**config.mk**
```make
export PLATFORM = sky130hd
export DESIGN_NAME = multicycle_control
export DESIGN_NICKNAME = d
export VERILOG_FILES = /design/src/rtl/cpu_ctrl_pkg.sv /design/src/rtl/multicycle_control.sv
export SDC_FILE = /design/constraint.sdc
export NUM_CORES = 1
export LEC_CHECK = 0
export ABC_AREA = 1
export CORE_AREA = 2 2 48 50
export CTS_CLUSTER_DIAMETER = 120
export DETAILED_ROUTE_END_ITERATION = 12
export DIE_AREA = 0 0 50 52
export PLACE_DENSITY = 0.76
export SYNTH_ARGS = -nofsm -noshare
export SYNTH_HDL_FRONTEND = slang
export SYNTH_SLANG_ARGS = --single-unit
```
**constraint.sdc**
```tcl
create_clock -name clock -period 1.3 [get_ports clock]
set_input_delay 0.26 -clock clock [delete_from_list [all_inputs] [get_ports clock]]
set_output_delay 0.26 -clock clock [all_outputs]
set_load 0.01 [all_outputs]
```
**src/rtl/cpu_ctrl_pkg.sv**
```systemverilog
// Shared encodings for the multicycle processor control path: FSM states,
// opcodes and the ALUOp / ALU operand / PC source codes also used by ALUControl.
package cpu_ctrl_pkg;

    localparam logic [3:0] ST_FETCH    = 4'd0;
    localparam logic [3:0] ST_DECODE   = 4'd1;
    localparam logic [3:0] ST_MEM_ADDR = 4'd2;
    localparam logic [3:0] ST_MEM_RD   = 4'd3;
    localparam logic [3:0] ST_MEM_WB   = 4'd4;
    localparam logic [3:0] ST_MEM_WR   = 4'd5;
    localparam logic [3:0] ST_EXEC_R   = 4'd6;
    localparam logic [3:0] ST_R_WB     = 4'd7;
    localparam logic [3:0] ST_EXEC_I   = 4'd8;
    localparam logic [3:0] ST_I_WB     = 4'd9;
    localparam logic [3:0] ST_BRANCH   = 4'd10;
    localparam logic [3:0] ST_JUMP     = 4'd11;

    typedef enum logic [3:0] {
        S_FETCH    = ST_FETCH,
        S_DECODE   = ST_DECODE,
        S_MEM_ADDR = ST_MEM_ADDR,
        S_MEM_RD   = ST_MEM_RD,
        S_MEM_WB   = ST_MEM_WB,
        S_MEM_WR   = ST_MEM_WR,
        S_EXEC_R   = ST_EXEC_R,
        S_R_WB     = ST_R_WB,
        S_EXEC_I   = ST_EXEC_I,
        S_I_WB     = ST_I_WB,
        S_BRANCH   = ST_BRANCH,
        S_JUMP     = ST_JUMP
    } state_t;

    localparam logic [5:0] OP_RTYPE = 6'b000000;
    localparam logic [5:0] OP_LW    = 6'b100011;
    localparam logic [5:0] OP_SW    = 6'b101011;
    localparam logic [5:0] OP_BEQ   = 6'b000100;
    localparam logic [5:0] OP_J     = 6'b000010;
    localparam logic [5:0] OP_ADDI  = 6'b001000;

    localparam logic [1:0] ALUOP_ADD   = 2'b00;
    localparam logic [1:0] ALUOP_SUB   = 2'b01;
    localparam logic [1:0] ALUOP_FUNCT = 2'b10;

    localparam logic [1:0] SRCB_REGB   = 2'b00;
    localparam logic [1:0] SRCB_ONE    = 2'b01;
    localparam logic [1:0] SRCB_IMM    = 2'b10;
    localparam logic [1:0] SRCB_IMM_SH = 2'b11;

    localparam logic [1:0] PCSRC_ALU    = 2'b00;
    localparam logic [1:0] PCSRC_ALUOUT = 2'b01;
    localparam logic [1:0] PCSRC_JUMP   = 2'b10;

    function automatic logic is_mem_op(input logic [5:0] op);
        return (op == OP_LW) || (op == OP_SW);
    endfunction

endpackage

```
**src/rtl/multicycle_control.sv**
```systemverilog
// Main control FSM of the 16-bit multicycle processor: sequences
// fetch/decode/execute/memory/writeback and drives all datapath controls.
module multicycle_control
    import cpu_ctrl_pkg::*;
(
    input  logic       clock,
    input  logic       reset_n,
    input  logic [5:0] opcode,
    input  logic       mem_ready,
    output logic       pc_write,
    output logic       pc_write_c,
    output logic       i_or_d,
    output logic       mem_read,
    output logic       mem_write,
    output logic       ir_write,
    output logic       mem_to_reg,
    output logic       reg_dst,
    output logic       reg_write,
    output logic       alu_src_a,
    output logic [1:0] alu_src_b,
    output logic [1:0] alu_op,
    output logic [1:0] pc_source,
    output logic       instr_done,
    output logic       illegal_op
);

    state_t     state_q, state_d;
    logic [5:0] opcode_q, opcode_d;

    // Async reset lands in FETCH at once, dropping any in-flight memory request.
    always_ff @(posedge clock or negedge reset_n) begin
        if (!reset_n) begin
            state_q  <= S_FETCH;
            opcode_q <= '0;
        end else begin
            state_q  <= state_d;
            opcode_q <= opcode_d;
        end
    end

    always_comb begin
        state_d    = state_q;
        opcode_d   = opcode_q;
        pc_write   = 1'b0;
        pc_write_c = 1'b0;
        i_or_d     = 1'b0;
        mem_read   = 1'b0;
        mem_write  = 1'b0;
        ir_write   = 1'b0;
        mem_to_reg = 1'b0;
        reg_dst    = 1'b0;
        reg_write  = 1'b0;
        alu_src_a  = 1'b0;
        alu_src_b  = SRCB_REGB;
        alu_op     = ALUOP_ADD;
        pc_source  = PCSRC_ALU;
        instr_done = 1'b0;
        illegal_op = 1'b0;

        unique case (state_q)
            S_FETCH: begin
                mem_read  = 1'b1;
                ir_write  = mem_ready;
                pc_write  = mem_ready;
                alu_src_b = SRCB_ONE;
                alu_op    = ALUOP_ADD;
                if (mem_ready) state_d = S_DECODE;
            end
            S_DECODE: begin
                // Branch target is precomputed here while the opcode is decoded.
                alu_src_b = SRCB_IMM_SH;
                alu_op    = ALUOP_ADD;
                opcode_d  = opcode;
                if (is_mem_op(opcode)) begin
                    state_d = S_MEM_ADDR;
                end else begin
                    case (opcode)
                        OP_RTYPE: state_d = S_EXEC_R;
                        OP_ADDI:  state_d = S_EXEC_I;
                        OP_BEQ:   state_d = S_BRANCH;
                        OP_J:     state_d = S_JUMP;
                        default: begin
                            state_d    = S_FETCH;
                            illegal_op = 1'b1;
                            instr_done = 1'b1;
                        end
                    endcase
                end
            end
            S_MEM_ADDR: begin
                alu_src_a = 1'b1;
                alu_src_b = SRCB_IMM;
                alu_op    = ALUOP_ADD;
                state_d   = (opcode_q == OP_LW) ? S_MEM_RD : S_MEM_WR;
            end
            S_MEM_RD: begin
                i_or_d   = 1'b1;
                mem_read = 1'b1;
                if (mem_ready) state_d = S_MEM_WB;
            end
            S_MEM_WB: begin
                reg_write  = 1'b1;
                mem_to_reg = 1'b1;
                reg_dst    = 1'b0;
                instr_done = 1'b1;
                state_d    = S_FETCH;
            end
            S_MEM_WR: begin
                i_or_d    = 1'b1;
                mem_write = 1'b1;
                if (mem_ready) begin
                    instr_done = 1'b1;
                    state_d    = S_FETCH;
                end
            end
            S_EXEC_R: begin
                alu_src_a = 1'b1;
                alu_src_b = SRCB_REGB;
                alu_op    = ALUOP_FUNCT;
                state_d   = S_R_WB;
            end
            S_R_WB: begin
                reg_write  = 1'b1;
                reg_dst    = 1'b1;
                mem_to_reg = 1'b0;
                instr_done = 1'b1;
                state_d    = S_FETCH;
            end
            S_EXEC_I: begin
                alu_src_a = 1'b1;
                alu_src_b = SRCB_IMM;
                alu_op    = ALUOP_ADD;
                state_d   = S_I_WB;
            end
            S_I_WB: begin
                reg_write  = 1'b1;
                reg_dst    = 1'b0;
                mem_to_reg = 1'b0;
                instr_done = 1'b1;
                state_d    = S_FETCH;
            end
            S_BRANCH: begin
                alu_src_a  = 1'b1;
                alu_src_b  = SRCB_REGB;
                alu_op     = ALUOP_SUB;
                pc_write_c = 1'b1;
                pc_source  = PCSRC_ALUOUT;
                instr_done = 1'b1;
                state_d    = S_FETCH;
            end
            S_JUMP: begin
                pc_write   = 1'b1;
                pc_source  = PCSRC_JUMP;
                instr_done = 1'b1;
                state_d    = S_FETCH;
            end
            default: state_d = S_FETCH;
        endcase
    end

endmodule

```
==> flow_metrics.py <==
metrics = {
    "synth": {
        "ys_seq_area_share_pct": 32.2,
        "yosysWarnings": 0,
        "synth_top_area_share_pct": 32.2,
        "ys_ff_latch": 10,
        "synth_cells": 126,
        "synth_nets": 135,
        "yosysTopAreaCell": "dfrtp_1",
        "synth_area_leaders": "dfrtp_1 32%, nand2_1 20%, nor2_1 12%",
        "synth_area_um2": 778,
        "ys_types": 19,
        "syn_avg_cell_area_um2": 6.18,
    },
    "worst_setup_path": {
        "critPathMaxStageDelay_ns": 0.44,
        "r2r_cells": 11,
        "path_cells": "nor2_4 -> inv_4 -> buf_6 -> nor2_4 -> nor2_2 -> nand3b_1 -> buf_2",
        "crit_slowest_cell": "dfrtp_2",
        "path_max_fanout": 4,
        "cpMostUsedCell": "nor2_4",
        "startpoint_type": "register",
        "worst_ep_arrival_time_ns": 1.42,
        "required_ns": 1.04,
        "cp-end-kind": "output pin",
        "critical_path_class": "register to output pin",
    },
    "die": {
        "die_y_um": 52,
        "core-area_mm2": 0.00211,
        "die_width_um": 50,
        "pin_count": 27,
        "rows": 17,
        "start_util_pct": 37.0,
        "die_area_mm2": 0.00260,
    },
    "grt": {
        "grt_pass1_wl_um": 4200,
        "grt_overflow": 0,
        "grt_max_degree": 11,
        "grt_antenna_before_repair": 0,
        "grtUsageTotal_pct": 20.9,
        "grt_pass1_vias": 1036,
    },
    "pwr": {
        "p_per_area_mw_per_mm2": 1500,
        "ir_drop_mv": 1.14,
        "p_leak_nw": 0.882,
    },
    "drt": {
        "first_pass_iters": 4,
        "ant_nets": 0,
        "drt_iter0_drc": 20,
        "vias_per_cell": 4.65,
        "drc_errors": 0,
        "num_vias": 1019,
        "wire_per_inst_um": 11.9,
        "wl_um": 2620,
    },
    "sta": {
        "timing.final.hold_violations": 0,
        "finalSetupViolations": 20,
        "slew_viol_final": 0,
        "final.min_clock_period_ns": 1.68,
        "fin_skew_ns": 0.00294,
        "fin_hold_ws_ns": 0.287,
        "relSlewSlack_pct": 72.4,
        "fmax_mhz": 596,
        "fin_ws_ns": -0.378,
        "tightest_slew_ns": 0.413,
        "rsz0062_at_grt": "true",
        "period_share_pct": 129,
    },
    "place": {
        "dp_cells": 209,
        "dp_hpwl_um": 1920,
        "place_congestion": 0.870,
        "pre_cts_ws_ns": -0.814,
        "io_buffer_count": 26,
    },
    "clock_tree": {
        "cts_root_buffer": "clkbuf_4",
        "cts_made_buffers": 3,
        "cts_tree": "yes",
        "clock_sinks": 10,
        "h-tree-depth": 1,
        "clk_pin_slew_worst_paths_ns": 0.07,
        "clk_path_buf_depth": 2,
        "clkLatencyLatePin_ns": 0.27,
    },
    "final_layout": {
        "finalNonFillerCells": 219,
        "syn_to_final_growth_pct": 99.5,
        "drive_gt1_share_pct": 58.6,
        "diodes": 0,
        "nets": 201,
        "final_cell_mix": "27 x nand2_1, 25 x buf_4, 15 x buf_6, 12 x nor2_1, 11 x inv_1",
        "layout_commonest_cell": "nand2_1",
    },
    "run_status": {
        "violations": "setup timing",
        "status": "complete, but fails checks",
    },
    "job": {
        "cap_violations": 0,
    },
    "worst_hold_path": {
        "worstHoldPathType": "primary input to asynchronous set/reset pin",
    },
}
-- timing repair --
action | 4_1_cts | 5_1_grt
hold buffers | 0 | 0
endpoints found under the setup margin | 21 | 27
buffers inserted | 3 | 6
pin swaps | 12 | 17
gates resized for setup | 102 | 43
-- area by class of cell --
| class | count | area [µm²] |
|---|---|---|
| clock buffers | 4 | 36.3 |
| fillers | 150 | 553 |
| inverters | 24 | 105 |
| multi-input cells | 91 | 596 |
| flip-flops and latches | 10 | 254 |
| well taps | 28 | 35.0 |
| repair buffers | 62 | 527 |
-- final timing paths --
kind	start	to	slack, ns
max in group asynchronous	reset_n	state_q[0]	0.70
worst min register to register	opcode_q[0]	opcode_q[0]	0.49
min in group clock	opcode[3]	opcode_q[3]	0.42
worst min-delay path	reset_n	opcode_q[3]	0.29
worst max register to register	state_q[0]	state_q[2]	-0.13
worst max-delay path	state_q[2]	alu_src_a	-0.38
-- layer usage --
metal | part of all wire [%] | wire [µm] | GRT usage (%) | up-vias
li1 | - | - | - | 511
met1 | 35 | 907 | 20.7 | 481
met2 | 62 | 1620 | 45.2 | 27
met3 | 3.5 | 92 | 3.16 | 0
met4 | 0 | 0 | 2.78 | 0
met5 | 0 | 0 | 0 | -
-- cell families (layout without fill, tap and decap cells) --
family | Yosys count | after routing | synth area share (%)
AND/OR/NAND/NOR | 82 | 82 | 47.7
buffers and inverters | 25 | 90 | 13.2
flip-flops | 10 | 10 | 32.2
AO/OA/AOI/OAI | 9 | 9 | 6.91
-- Yosys cell counts --
master and count:
a22oi_1 1, buf_4 1, dfrtp_1 10, inv_1 17, inv_2 5, inv_4 2
nand2_1 41, nand2_2 1, nand2_4 2, nand3_1 8, nand3b_1 2, nor2_1 24
nor2_2 2, nor2_4 1, nor2_8 1, o21ai_0 2, o21ai_1 3, o21ai_2 1
o22ai_1 2
-- power breakdown --
| group | switching (mW) | internal, mW |
|---|---|---|
| sequential | 0.0975 | 0.437 |
| combinational | 0.811 | 0.710 |
| clock | 0.110 | 0.170 |
-- registers in the layout, indices dropped and copies added (netlist names) --
name / count
state_q: 4
opcode_q: 6
-- worst max-delay path, delay by kind of cell (launching register included) --
kind	cells	cell delay, ns
simple gates	4	0.39
buf+inv	3	0.32
flops	1	0.44
-- per-stage QoR --
step	setup TNS (ns)	cell area [µm²]	power (mW)	utilization, %
floorplan	-0.0213	781	1.16	-
global placement	-8.14	1290	1.75	61.4
detailed placement	-9.02	1290	1.79	61.4
CTS	-5.72	1400	2.11	66.7
global route	-7.31	1550	2.52	73.7
finish	-5.82	1550	2.34	73.7
No activity file was read; power rests on OpenSTA's default activity.
